--- src/rtl/stopwatch_ctrl_if.sv ---
// stopwatch_ctrl_if: button inputs and control outputs of the stopwatch control stage (lap signals under STOPWATCH_CTRL_LAP_EN)
interface stopwatch_ctrl_if;
  logic       btn_ss;
  logic       btn_clr;
  logic       start_resume;
  logic       stop;
  logic       clr;
  logic       tick;
  logic       running;
  logic [1:0] state;
`ifdef STOPWATCH_CTRL_LAP_EN
  logic       btn_lap;
  logic       lap_hold;
`endif
  modport master (
    input  btn_ss, btn_clr,
`ifdef STOPWATCH_CTRL_LAP_EN
    input  btn_lap,
    output lap_hold,
`endif
    output start_resume, stop, clr, tick, running, state
  );
  modport slave (
    output btn_ss, btn_clr,
`ifdef STOPWATCH_CTRL_LAP_EN
    output btn_lap,
    input  lap_hold,
`endif
    input  start_resume, stop, clr, tick, running, state
  );
endinterface

--- src/rtl/stopwatch_ctrl.sv ---
// stopwatch_ctrl: debounced start/stop/clear buttons, run/pause/idle FSM and tick divider (lap hold under STOPWATCH_CTRL_LAP_EN)
module stopwatch_ctrl #(
  parameter int DEBOUNCE_CYCLES = 20000,
  parameter int TICK_DIV        = 100000
) (
  input  logic             clk,
  input  logic             reset,
  stopwatch_ctrl_if.master bus
);
`ifdef STOPWATCH_CTRL_LAP_EN
  localparam int NB = 3;
  logic [NB-1:0] raw;
  assign raw = {bus.btn_lap, bus.btn_clr, bus.btn_ss};
`else
  localparam int NB = 2;
  logic [NB-1:0] raw;
  assign raw = {bus.btn_clr, bus.btn_ss};
`endif
  localparam int CW = $clog2(DEBOUNCE_CYCLES + 1);
  localparam int TW = $clog2(TICK_DIV);
  typedef enum logic [1:0] {IDLE = 2'b00, RUN = 2'b01, PAUSE = 2'b10} state_t;
  logic [NB-1:0] s1_q, s2_q, deb_q, deb_d, debp_q, press;
  logic [CW-1:0] cnt_q [NB];
  logic [CW-1:0] cnt_d [NB];
  logic [TW-1:0] tcnt_q, tcnt_d;
  state_t        state_q, state_d;
  logic          sr_q, sr_d, stop_q, stop_d, clr_q, clr_d;
  logic          ss_p, clr_p;
`ifdef STOPWATCH_CTRL_LAP_EN
  logic          lap_p, lap_q, lap_d;
  assign lap_p = press[2];
  assign bus.lap_hold = lap_q;
`endif
  assign press = deb_q & ~debp_q;
  assign ss_p  = press[0];
  assign clr_p = press[1];
  always_comb begin
    for (int i = 0; i < NB; i++) begin
      cnt_d[i] = (s2_q[i] == deb_q[i] || cnt_q[i] == CW'(DEBOUNCE_CYCLES)) ? '0 : cnt_q[i] + 1'b1;
      deb_d[i] = (s2_q[i] != deb_q[i] && cnt_q[i] == CW'(DEBOUNCE_CYCLES)) ? s2_q[i] : deb_q[i];
    end
  end
  // ss press always wins; clr is only honoured when ss is quiet
  always_comb begin
    state_d = state_q;
    sr_d    = 1'b0;
    stop_d  = 1'b0;
    clr_d   = 1'b0;
`ifdef STOPWATCH_CTRL_LAP_EN
    lap_d   = lap_q;
`endif
    case (state_q)
      IDLE: begin
        state_d = ss_p ? RUN : IDLE;
        sr_d    = ss_p;
        clr_d   = !ss_p && clr_p;
      end
      RUN: begin
        state_d = ss_p ? PAUSE : RUN;
        stop_d  = ss_p;
`ifdef STOPWATCH_CTRL_LAP_EN
        lap_d   = (!ss_p && !clr_p && lap_p) ? !lap_q : lap_q;
`endif
      end
      PAUSE: begin
        state_d = ss_p ? RUN : (clr_p ? IDLE : PAUSE);
        sr_d    = ss_p;
        clr_d   = !ss_p && clr_p;
      end
      default: state_d = IDLE;
    endcase
`ifdef STOPWATCH_CTRL_LAP_EN
    lap_d = clr_d ? 1'b0 : lap_d;
`endif
  end
  // restarting on start_resume keeps the first tick a full period after the pulse
  always_comb tcnt_d = (state_q != RUN || sr_q || tcnt_q == TW'(TICK_DIV - 1)) ? '0 : tcnt_q + 1'b1;
  always_ff @(posedge clk) begin
    if (reset) begin
      s1_q    <= '0;
      s2_q    <= '0;
      deb_q   <= '0;
      debp_q  <= '0;
      cnt_q   <= '{default: '0};
      tcnt_q  <= '0;
      state_q <= IDLE;
      sr_q    <= 1'b0;
      stop_q  <= 1'b0;
      clr_q   <= 1'b0;
`ifdef STOPWATCH_CTRL_LAP_EN
      lap_q   <= 1'b0;
`endif
    end else begin
      s1_q    <= raw;
      s2_q    <= s1_q;
      deb_q   <= deb_d;
      debp_q  <= deb_q;
      cnt_q   <= cnt_d;
      tcnt_q  <= tcnt_d;
      state_q <= state_d;
      sr_q    <= sr_d;
      stop_q  <= stop_d;
      clr_q   <= clr_d;
`ifdef STOPWATCH_CTRL_LAP_EN
      lap_q   <= lap_d;
`endif
    end
  end
  assign bus.start_resume = sr_q;
  assign bus.stop         = stop_q;
  assign bus.clr          = clr_q;
  assign bus.tick         = state_q == RUN && tcnt_q == TW'(TICK_DIV - 1);
  assign bus.running      = state_q == RUN;
  assign bus.state        = state_q;
endmodule
--- src/flat_wrapper.sv ---
// flat-port wrapper written by rule: the top's interface ports become plain ports
module stopwatch_ctrl_flat 
#(
  parameter int DEBOUNCE_CYCLES = 20000,
  parameter int TICK_DIV        = 100000
)
  (clk, reset, bus_btn_ss, bus_btn_clr, bus_start_resume, bus_stop, bus_clr, bus_tick, bus_running, bus_state);
  stopwatch_ctrl_if bus_i ();
  input  logic clk;
  input  logic reset;
  input wire logic [$bits(bus_i.btn_ss)-1:0] bus_btn_ss;
  input wire logic [$bits(bus_i.btn_clr)-1:0] bus_btn_clr;
  output wire logic [$bits(bus_i.start_resume)-1:0] bus_start_resume;
  output wire logic [$bits(bus_i.stop)-1:0] bus_stop;
  output wire logic [$bits(bus_i.clr)-1:0] bus_clr;
  output wire logic [$bits(bus_i.tick)-1:0] bus_tick;
  output wire logic [$bits(bus_i.running)-1:0] bus_running;
  output wire logic [$bits(bus_i.state)-1:0] bus_state;
  assign bus_i.btn_ss = bus_btn_ss;
  assign bus_i.btn_clr = bus_btn_clr;
  assign bus_start_resume = bus_i.start_resume;
  assign bus_stop = bus_i.stop;
  assign bus_clr = bus_i.clr;
  assign bus_tick = bus_i.tick;
  assign bus_running = bus_i.running;
  assign bus_state = bus_i.state;
  stopwatch_ctrl #(.DEBOUNCE_CYCLES(DEBOUNCE_CYCLES), .TICK_DIV(TICK_DIV)) u_core (.clk(clk), .reset(reset), .bus(bus_i));
endmodule
--- config.mk ---
export PLATFORM = sky130hd
export DESIGN_NAME = stopwatch_ctrl_flat
export DESIGN_NICKNAME = d
export VERILOG_FILES = /design/src/rtl/stopwatch_ctrl_if.sv /design/src/rtl/stopwatch_ctrl.sv /design/src/flat_wrapper.sv
export SDC_FILE = /design/constraint.sdc
export NUM_CORES = 1
export LEC_CHECK = 0
export ABC_AREA = 1
export BUFFER_PORTS_ARGS = -buffer_cell sky130_fd_sc_hd__buf_2
export CAP_MARGIN = 15
export CORE_MARGIN = 2
export CORE_UTILIZATION = 50
export CTS_CLUSTER_SIZE = 28
export DETAILED_ROUTE_END_ITERATION = 8
export GPL_TIMING_DRIVEN = 1
export PLACE_DENSITY = 0.73
export SETUP_SLACK_MARGIN = 0.1
export SLEW_MARGIN = 15
export SYNTH_ARGS = -nofsm -noshare
export SYNTH_HDL_FRONTEND = slang
export SYNTH_SLANG_ARGS = --single-unit
--- constraint.sdc ---
create_clock -name clk -period 1.5 [get_ports clk]
set_input_delay 0.3 -clock clk [delete_from_list [all_inputs] [get_ports clk]]
set_output_delay 0.3 -clock clk [all_outputs]
set_load 0.01 [all_outputs]
==> flow_summary.ini <==
[clock_tree]
clkSlewWorstSetupHoldPaths_ps = 60
clock_latency_ps = 330
numCtsBuffers = 9
ctsHoldBuffers = 0
clockBufferDepth = 2
cts_tree = done
ctsRootBufferMaster = clkbuf_8
clock_sinks = 60
htreeDepth = 3

[grt]
grt_pass1_wl_mm = 9.17
grt_max_degree = 18
antenna_found_initial = 0
overflow = 0
grtUsageTotal_pct = 18.4
grtUsageMet3_pct = 5.84
met2_usage_pct = 27.8
first_global_vias = 2159
grtUsageMet1_pct = 23.4
top_usage_layer = met2

[routing]
wl_per_cell_um = 10.6
dr.pass1.iters = 4
drtAntennaViolNets = 0
viasPerCell = 4.90
drc = 0
num_vias = 2463
drt-total-wl_mm = 5.35
first_iter_violations = 156

[sta]
max-slew-margin-rel_pct = 81.7
whs_ps = 182
final.min_clock_period_ps = 1620
skew_ps = 9.32
tns_ps = -123
rsz0062_at_grt = true
setup_violations = 1
fin_ws_ps = -123
fmax_mhz = 616
period_share_pct = 108
tightestPinTransition_ps = 275
hold_viol = 0
drv_slew = 0

[placement]
post_dp_cell_area_sq_mm = 0.00299
dp_slack_ps = 97.4
gp_congestion = 0.861
dp_hpwl_mm = 3.65
port_buffers = 10

[cells_and_area]
nets = 436
fill_cells = 492
fin_area_sq_mm = 0.00330
diodes = 0
syn2layout_area_growth_pct = 13.9
final_layout_size_suffix_gt1_share_pct = 19.7

[worst_setup_path]
r2r_start = u_core.cnt_q[15]$_SDFF_PP0_
endpoint_kind = output port
critical_path_class = reg -> out
reg2reg_depth = 7
crit_required_ps = 1200
start_kind = flip-flop
critPathMaxFanout = 2
r2r_slack_ps = 190
worstReg2RegEnd = u_core.cnt_q[27]$_SDFF_PP0_
cp_data_arrival_time_ps = 1320

[logic_synthesis]
netlist_area_sq_mm = 0.00289
synth_cells = 404
yosysWarnings = 0
avgSynthCellArea_sq_um = 7.16
synth.top_cell.area_share_pct = 41.5
syn_nets = 413
ys_top_cells_by_area = dfxtp_1, nand2_1, nor2_1
synth_cell_types = 30
synth-seq-cells = 60
synth-seq-area-share_pct = 41.5
yosysTopAreaCell = dfxtp_1

[status]
violations = negative setup slack
outcome = finished with violations

[die]
coreArea_sq_mm = 0.00554
die_area_sq_mm = 0.00641
start_util_pct = 52.2
die_w_um = 80.1
fp.dieH_um = 80.1
rows = 27
num_io_pins = 11

[hold_path]
min_from = bus_btn_clr
min_to = u_core.s1_q[1]$_SDFF_PP0_
min_path_cells = 3
hold_path.class = in -> reg

[power_and_ir_drop]
power_frac_comb_pct = 1.2
p_per_area_mw_per_mm2 = 877
peakVddDrop_mv = 0.462
power_frac_seq_pct = 55.4
p_leak_nw = 1.16
p_int_mw = 2.29
p_sw_mw = 0.604
switching_share_pct = 20.9
power_mw = 2.89
pwr-share-clk_pct = 43.4

[run]
maxCapViolCount = 0
layout make-up:
cell class	count	area [sq um]	share of cell area, %
clock inverter	2	10.0	0.304
inverter	51	191	5.81
tap	72	90.1	2.73
clock buffer	13	159	4.82
multi-input combinational	285	1500	45.5
sequential	60	1220	37.1
timing repair buffer	20	125	3.80
layout by cell type, fill, tap and decap left out, drive strengths merged:
master | synthesis | final
buf | 7 | 20
clkbuf | 1 | 13
o21bai | 5 | 5
inv | 51 | 51
nand4 | 14 | 14
a31oi | 1 | 1
clkinv | 0 | 2
o21ai | 9 | 9
xor2 | 9 | 9
nor2 | 89 | 89
dfxtp | 60 | 60
nand3b | 2 | 2
or2 | 3 | 3
a21oi | 20 | 20
ha | 5 | 5
xnor2 | 7 | 7
nand2 | 87 | 87
nor3 | 4 | 4
nand3 | 29 | 29
o22ai | 1 | 1
worst max-delay path by stage:
| stage | depth (start not counted) | endpoint | slack [ps] | from |
|---|---|---|---|---|
| 6_report | 5 | bus_tick | -120 | u_core.tcnt_q[8]$_SDFF_PP0_ |
| 5_1_grt | 5 | bus_tick | -200 | u_core.tcnt_q[8]$_SDFF_PP0_ |
| 4_1_cts | 5 | bus_tick | -210 | u_core.tcnt_q[8]$_SDFF_PP0_ |
| 3_5_place_dp | 6 | bus_tick | 100 | u_core.tcnt_q[0]$_SDFF_PP0_ |
| 3_3_place_gp | 6 | bus_tick | 130 | u_core.tcnt_q[0]$_SDFF_PP0_ |
| 2_1_floorplan | 5 | bus_tick | 120 | u_core.tcnt_q[0]$_SDFF_PP0_ |
kinds of logic (layout without fill, tap and decap cells):
group | Yosys count | in the layout | share of synthesized area (%)
AO/OA/AOI/OAI | 36 | 36 | 7.39
buffers and inverters | 59 | 86 | 8.95
flip-flops | 60 | 60 | 41.5
XOR/XNOR | 16 | 16 | 4.84
adder cells (fa/ha/maj) | 5 | 5 | 2.16
AND/OR/NAND/NOR | 228 | 228 | 35.1
what timing repair did:
| action | in CTS | in global routing |
|---|---|---|
| gates resized for setup | 19 | 15 |
| gates cloned | 0 | 0 |
| setup buffers | 5 | 2 |
| pin swaps | 4 | 6 |
| setup endpoints to repair | 1 | 41 |
synthesized netlist by cell type:
cell type	count
nand3b_1	2
buf_6	4
buf_4	1
inv_1	50
a31oi_1	1
a21oi_2	4
o21ai_0	9
xnor2_1	7
ha_1	5
nor2_1	81
o21bai_2	1
nand3_1	27
or2_0	1
o21bai_1	4
nor2_4	4
clkbuf_2	1
nor3_1	4
or2_2	2
nand4_1	14
nor2_2	4
nand2_2	5
inv_2	1
nand2_4	1
a21oi_1	16
buf_2	2
o22ai_1	1
xor2_1	9
nand2_1	81
nand3_2	2
dfxtp_1	60
power by group through the flow:
stage                     Clock (mW)  Combinational, mW  Sequential (mW)
after global placement             0             0.0325             1.64
final                           1.25             0.0335             1.60
after CTS                       1.30             0.0327             1.60
after floorplan                    0             0.0269             1.64
after detailed placement           0             0.0327             1.64
after global routing            1.36             0.0389             1.60
state kept, by name (all words and copies together), names as in the netlist:
signal and cells:
u_core.bus.clr 1, u_core.bus.start_resume 1, u_core.bus.state 2, u_core.bus.stop 1, u_core.cnt_q 30, u_core.deb_q 2
u_core.debp_q 2, u_core.s1_q 2, u_core.s2_q 2, u_core.tcnt_q 17
worst max-delay path: stages, from the launching register on:
cell,delay [ps]
dfxtp_2,320
or2_1,230
nor2_2,120
nand3_2,90
nor3_2,100
buf_2,140
metrics by stage:
step / utilization, % / instances
global placement: 54.0 / 481
global route: 59.5 / 503
floorplan: - / 404
CTS: 58.5 / 501
detailed placement: 54.0 / 481
finish: 59.5 / 503
metal layers:
layer / vias up / part of all wire, %
met4: 0 / 2.2
met3: 10 / 3.8
met1: 1088 / 51
met2: 41 / 43
met5: - / 0
li1: 1324 / -
Power figures use the tool's default switching activity.
